[config.mk]
export PLATFORM = sky130hd
export DESIGN_NAME = logic_8_bist
export DESIGN_NICKNAME = d
export VERILOG_FILES = /design/src/rtl/logic_8_bist.sv
export SDC_FILE = /design/constraint.sdc
export NUM_CORES = 1
export LEC_CHECK = 0
export CAP_MARGIN = 20
export CORE_ASPECT_RATIO = 1.2
export CORE_MARGIN = 4
export CORE_UTILIZATION = 40
export DETAILED_ROUTE_END_ITERATION = 16
export PLACE_DENSITY = 0.65
export SLEW_MARGIN = 5
export SYNTH_ARGS = -nofsm -noshare
export SYNTH_HDL_FRONTEND = slang
export SYNTH_SLANG_ARGS = --single-unit
export TNS_END_PERCENT = 100
[constraint.sdc]
create_clock -name clk -period 2.63 [get_ports clk]
set_clock_uncertainty 0.05 [all_clocks]
set_input_delay 0.526 -clock clk [delete_from_list [all_inputs] [get_ports clk]]
set_output_delay 0.526 -clock clk [all_outputs]
set_load 0.005 [all_outputs]
[src/rtl/logic_8_bist.sv]
// Built-in self-test sequencer for an 8-bit logic unit.
// Drives LFSR-generated operand pairs through opcodes 000..101, compares
// the returned result against a reference and records the first failure.
module logic_8_bist #(
    parameter int unsigned SETTLE_CYCLES = 1
) (
    input  logic       clk,
    input  logic       rst,
    input  logic       start,
    input  logic [7:0] seed,
    input  logic [7:0] num_vectors,
    output logic [7:0] dut_a,
    output logic [7:0] dut_b,
    output logic [2:0] dut_op,
    input  logic [7:0] dut_result,
    output logic       busy,
    output logic       done,
    output logic       pass,
    output logic [7:0] err_count,
    output logic [2:0] fail_op,
    output logic [7:0] fail_a,
    output logic [7:0] fail_b,
    output logic [7:0] fail_result
);

    typedef enum logic [1:0] {
        IDLE,
        APPLY,
        CHECK,
        DONE
    } state_t;

    localparam logic [3:0] SETTLE_LAST = 4'(SETTLE_CYCLES - 1);
    localparam logic [2:0] OP_LAST     = 3'b101;

    state_t     state_q, state_d;
    logic [3:0] settle_q, settle_d;
    logic [7:0] idx_q, idx_d;
    logic [8:0] n_q, n_d;
    logic [7:0] a_q, a_d;
    logic [7:0] b_q, b_d;
    logic [2:0] op_q, op_d;
    logic [7:0] err_q, err_d;
    logic [2:0] fop_q, fop_d;
    logic [7:0] fa_q, fa_d;
    logic [7:0] fb_q, fb_d;
    logic [7:0] fr_q, fr_d;

    logic [7:0] expected;
    logic       mismatch;
    logic [7:0] a_step, b_step;
    logic [8:0] n_last;

    // Reference model of the logic unit for the opcode currently driven
    always_comb begin
        expected = '0;
        case (op_q)
            3'b000:  expected = ~a_q;
            3'b001:  expected = a_q & b_q;
            3'b010:  expected = a_q | b_q;
            3'b011:  expected = ~(a_q & b_q);
            3'b100:  expected = {a_q[6:0], a_q[7]};
            3'b101:  expected = {a_q[0], a_q[7:1]};
            default: expected = '0;
        endcase
    end

    // LFSR next values and end-of-opcode bound
    always_comb begin
        a_step   = {a_q[6:0], a_q[7] ^ a_q[5] ^ a_q[4] ^ a_q[3]};
        b_step   = {b_q[6:0], b_q[7] ^ b_q[5] ^ b_q[4] ^ b_q[3]};
        n_last   = n_q - 9'd1;
        mismatch = (dut_result != expected);
    end

    // State register and datapath registers
    always_ff @(posedge clk) begin
        if (rst) begin
            state_q  <= IDLE;
            settle_q <= '0;
            idx_q    <= '0;
            n_q      <= '0;
            a_q      <= '0;
            b_q      <= '0;
            op_q     <= '0;
            err_q    <= '0;
            fop_q    <= '0;
            fa_q     <= '0;
            fb_q     <= '0;
            fr_q     <= '0;
        end else begin
            state_q  <= state_d;
            settle_q <= settle_d;
            idx_q    <= idx_d;
            n_q      <= n_d;
            a_q      <= a_d;
            b_q      <= b_d;
            op_q     <= op_d;
            err_q    <= err_d;
            fop_q    <= fop_d;
            fa_q     <= fa_d;
            fb_q     <= fb_d;
            fr_q     <= fr_d;
        end
    end

    // Next-state and datapath update
    always_comb begin
        state_d  = state_q;
        settle_d = settle_q;
        idx_d    = idx_q;
        n_d      = n_q;
        a_d      = a_q;
        b_d      = b_q;
        op_d     = op_q;
        err_d    = err_q;
        fop_d    = fop_q;
        fa_d     = fa_q;
        fb_d     = fb_q;
        fr_d     = fr_q;

        case (state_q)
            IDLE, DONE: begin
                if (start) begin
                    state_d  = APPLY;
                    n_d      = (num_vectors == 8'd0) ? 9'd256 : {1'b0, num_vectors};
                    a_d      = (seed == 8'h00) ? 8'h01 : seed;
                    b_d      = (seed == 8'hFF) ? 8'h01 : ~seed;
                    op_d     = '0;
                    idx_d    = '0;
                    settle_d = '0;
                    err_d    = '0;
                    fop_d    = '0;
                    fa_d     = '0;
                    fb_d     = '0;
                    fr_d     = '0;
                end
            end

            APPLY: begin
                if (settle_q == SETTLE_LAST) begin
                    settle_d = '0;
                    state_d  = CHECK;
                end else begin
                    settle_d = settle_q + 4'd1;
                end
            end

            CHECK: begin
                if (mismatch) begin
                    if (err_q != 8'hFF) begin
                        err_d = err_q + 8'd1;
                    end
                    if (err_q == 8'd0) begin
                        fop_d = op_q;
                        fa_d  = a_q;
                        fb_d  = b_q;
                        fr_d  = dut_result;
                    end
                end
                if ({1'b0, idx_q} != n_last) begin
                    a_d     = a_step;
                    b_d     = b_step;
                    idx_d   = idx_q + 8'd1;
                    state_d = APPLY;
                end else if (op_q != OP_LAST) begin
                    a_d     = a_step;
                    b_d     = b_step;
                    idx_d   = '0;
                    op_d    = op_q + 3'd1;
                    state_d = APPLY;
                end else begin
                    state_d = DONE;
                end
            end

            default: state_d = IDLE;
        endcase
    end

    assign dut_a       = a_q;
    assign dut_b       = b_q;
    assign dut_op      = op_q;
    assign busy        = (state_q == APPLY) || (state_q == CHECK);
    assign done        = (state_q == DONE);
    assign pass        = done && (err_q == 8'd0);
    assign err_count   = err_q;
    assign fail_op     = fop_q;
    assign fail_a      = fa_q;
    assign fail_b      = fb_q;
    assign fail_result = fr_q;

endmodule

==> results.json <==
{
  "synth_area_leader_cell": "dfxtp_1",
  "n_fill_cell": 998,
  "total_power_mw": 4.14,
  "io_buffers": 83,
  "start_kind": "flop",
  "violations": "setup timing",
  "num_vias": 4980,
  "ys.warnings.count": 0,
  "initial_core_util_pct": 40.9,
  "drt-total-wl_mm": 15.2,
  "slew_violations": 0,
  "drv_cap": 0,
  "end_kind": "flop",
  "yosys.cell_count.top_type": "dfxtp_1",
  "fin_nets": 754,
  "worstPathCellList": "inv_4, ha_4, and4b_1, a211o_1, or4_4, a222oi_1, and4_4, clkbuf_16, o21ai_1, a21oi_1",
  "syn_area_per_cell_um2": 7.81,
  "syn_nets": 623,
  "clk_pin_slew_ns": 0.06,
  "remaining_drc_errors": 0,
  "die_w_um": 105,
  "ant_nets": 0,
  "grtUsageTotal_pct": 21.8,
  "coreArea_um2": 11100,
  "first_pass_iters": 6,
  "regArea_um2": 1550,
  "clkLatencyLatePin_ns": 0.34,
  "wl_per_cell_um": 17.4,
  "grt_pass1_vias": 4788,
  "relSlewSlack_pct": 46.8,
  "synth-seq-cells": 77,
  "worst_path_largest_cell_delay_ns": 0.48,
  "synth_area_um2": 4540,
  "final_layout_size_suffix_gt1_share_pct": 19.8,
  "die_h_um": 125,
  "slowest_stage": "or4_4",
  "diodes": 0,
  "drtIter0Drc": 277,
  "multi_input_area_um2": 2960,
  "synth_flop_cell": "dfxtp_1",
  "grt_setup_unrepaired": "yes",
  "antenna_found_initial": 0,
  "fmax_mhz": 356,
  "dieArea_um2": 13100,
  "synth.area.top_cells": "dfxtp_1 34%, a21oi_1 7.6%, nand4_1 5.1%",
  "crit_type": "reg -> reg",
  "root_buffer": "clkbuf_16",
  "hpwl_mm": 10.5,
  "fin_crit_sh_pct": 107,
  "tritoncts": "built",
  "hold_path.class": "reg -> reg",
  "pin_count": 84,
  "finalHoldViolations": 0,
  "dp_slack_ns": -0.250,
  "yosysTopAreaCellShare_pct": 34.0,
  "syn2layout_area_growth_pct": 48.3,
  "synthCells": 581,
  "tightest_slew_ns": 0.798,
  "cp_data_arrival_time_ns": 3.02,
  "outcome": "complete, but fails checks",
  "path_max_fanout": 5,
  "seq_area_frac_synth_pct": 34.0,
  "htreeDepth": 3,
  "crit_required_ns": 2.84,
  "numClockSinks": 77,
  "cts_made_buffers": 9,
  "peakVddDrop_uv": 310,
  "grt_pass1_wl_mm": 23.9,
  "gp_congestion": 0.916,
  "synth_edf_count": 0,
  "p_per_area_nw_per_um2": 616,
  "ys_top_cells_by_count": "77 x dfxtp_1, 69 x a21oi_1, 39 x nor2_1",
  "p_leak_nw": 2.51,
  "via_per_inst": 5.72,
  "ys_async_sr_fraction_pct": 0,
  "grt_max_degree": 42,
  "setup_viol": 35,
  "period_needed_ns": 2.81,
  "global_route.overflow_total": 0,
  "yosysUniqueCellTypes": 58,
  "row_count": 42,
  "clockBufferDepth": 2,
  "layout_setup_ws_ns": -0.179
}
## through the flow
stage | hold WS, ns | util (%) | instances | instance area, µm² | setup TNS (ns)
floorplan | 0.400 | - | 581 | 4620 | -2.94
global placement | 0.420 | 53.6 | 838 | 5940 | -5.91
detailed placement | 0.423 | 53.6 | 838 | 5940 | -7.94
CTS | 0.425 | 57.7 | 858 | 6390 | -5.23
global route | 0.454 | 60.7 | 871 | 6730 | -10.54
finish | 0.436 | 60.7 | 871 | 6730 | -5.39
## timing repair
item                                    in CTS  in global routing
buffers inserted                             3                  8
gates resized for setup                     25                 36
endpoints found under the setup margin      52                 62
gates cloned                                 1                  6
hold buffers                                 0                  0
pin swaps                                   26                 26
## cell usage in the layout, fill, tap and decap left out, drive strengths merged, types with 3 or more instances in the layout
cell type,count
or4,8
nor4,4
nand3b,7
clkdlybuf4s50,82
nor2b,10
nor2,39
nor3,5
o311ai,4
mux2i,19
xor2,9
nand2,35
xnor2,11
a311o,3
o41ai,4
clkbuf,16
a21oi,69
nand3,25
and2,9
inv,30
nand2b,9
o31ai,7
a22oi,3
ha,15
a31oi,3
o21ai,46
nand4,37
dfxtp,77
and4,4
buf,79
a211oi,10
## critical path: cells and delay by family (launching register included)
kind | cells | cell delay [ns]
buffers and inverters | 2 | 0.23
AND/OR/NAND/NOR | 3 | 1.02
flip-flops | 1 | 0.40
adder cells (fa/ha/maj) | 1 | 0.17
AO/OA/AOI/OAI | 4 | 0.85
## cell type report
class / count / area share (%)
Clock inverter: 4 / 1.08
Timing Repair Buffer: 165 / 23.8
Inverter: 30 / 1.71
Clock buffer: 12 / 3.51
Sequential cell: 77 / 23.0
Tap cell: 154 / 2.86
Multi-Input combinational cell: 429 / 44.0
## per-layer routing
metal	GRT usage, %	wire length [µm]	vias to the layer above
li1	-	-	2390
met1	27.5	6450	2400
met2	36.8	7670	160
met3	4.10	695	30
met4	7.49	343	0
met5	0	0	-
## power breakdown
part	internal (mW)	total, mW	switching, mW
Combinational	0.698	1.44	0.743
Sequential	1.25	1.39	0.135
Clock	0.831	1.32	0.485
Total	2.78	4.14	1.36
## final timing paths
| path | end | cells after the start | slack, ns | from |
|---|---|---|---|---|
| setup / recovery | fail_b[1] | 10 | -0.18 | dut_op[1] |
| setup reg to reg | fail_b[1] | 10 | -0.18 | dut_op[1] |
| hold reg to reg | fail_a[3] | 2 | 0.44 | fail_a[3] |
| hold / removal | fail_a[3] | 2 | 0.44 | fail_a[3] |
## flip-flops by register name (all words and copies together), names as in the netlist
signal / count
n_q: 9
dut_a: 8
dut_b: 8
err_count: 8
fail_a: 8
fail_b: 8
fail_result: 8
idx_q: 8
settle_q: 4
dut_op: 3
fail_op: 3
state_q: 2
## kinds of logic after synthesis
| logic type | share of synthesized area, % |
|---|---|
| buffers and inverters | 6.48 |
| DFF | 34.0 |
| adders and majority gates | 4.13 |
| muxes | 4.44 |
| and+or+nand+nor | 23.9 |
| AOI/OAI and AO/OA | 23.3 |
| xor gates and xnor gates | 3.86 |
No activity file was read; power rests on OpenSTA's default activity.
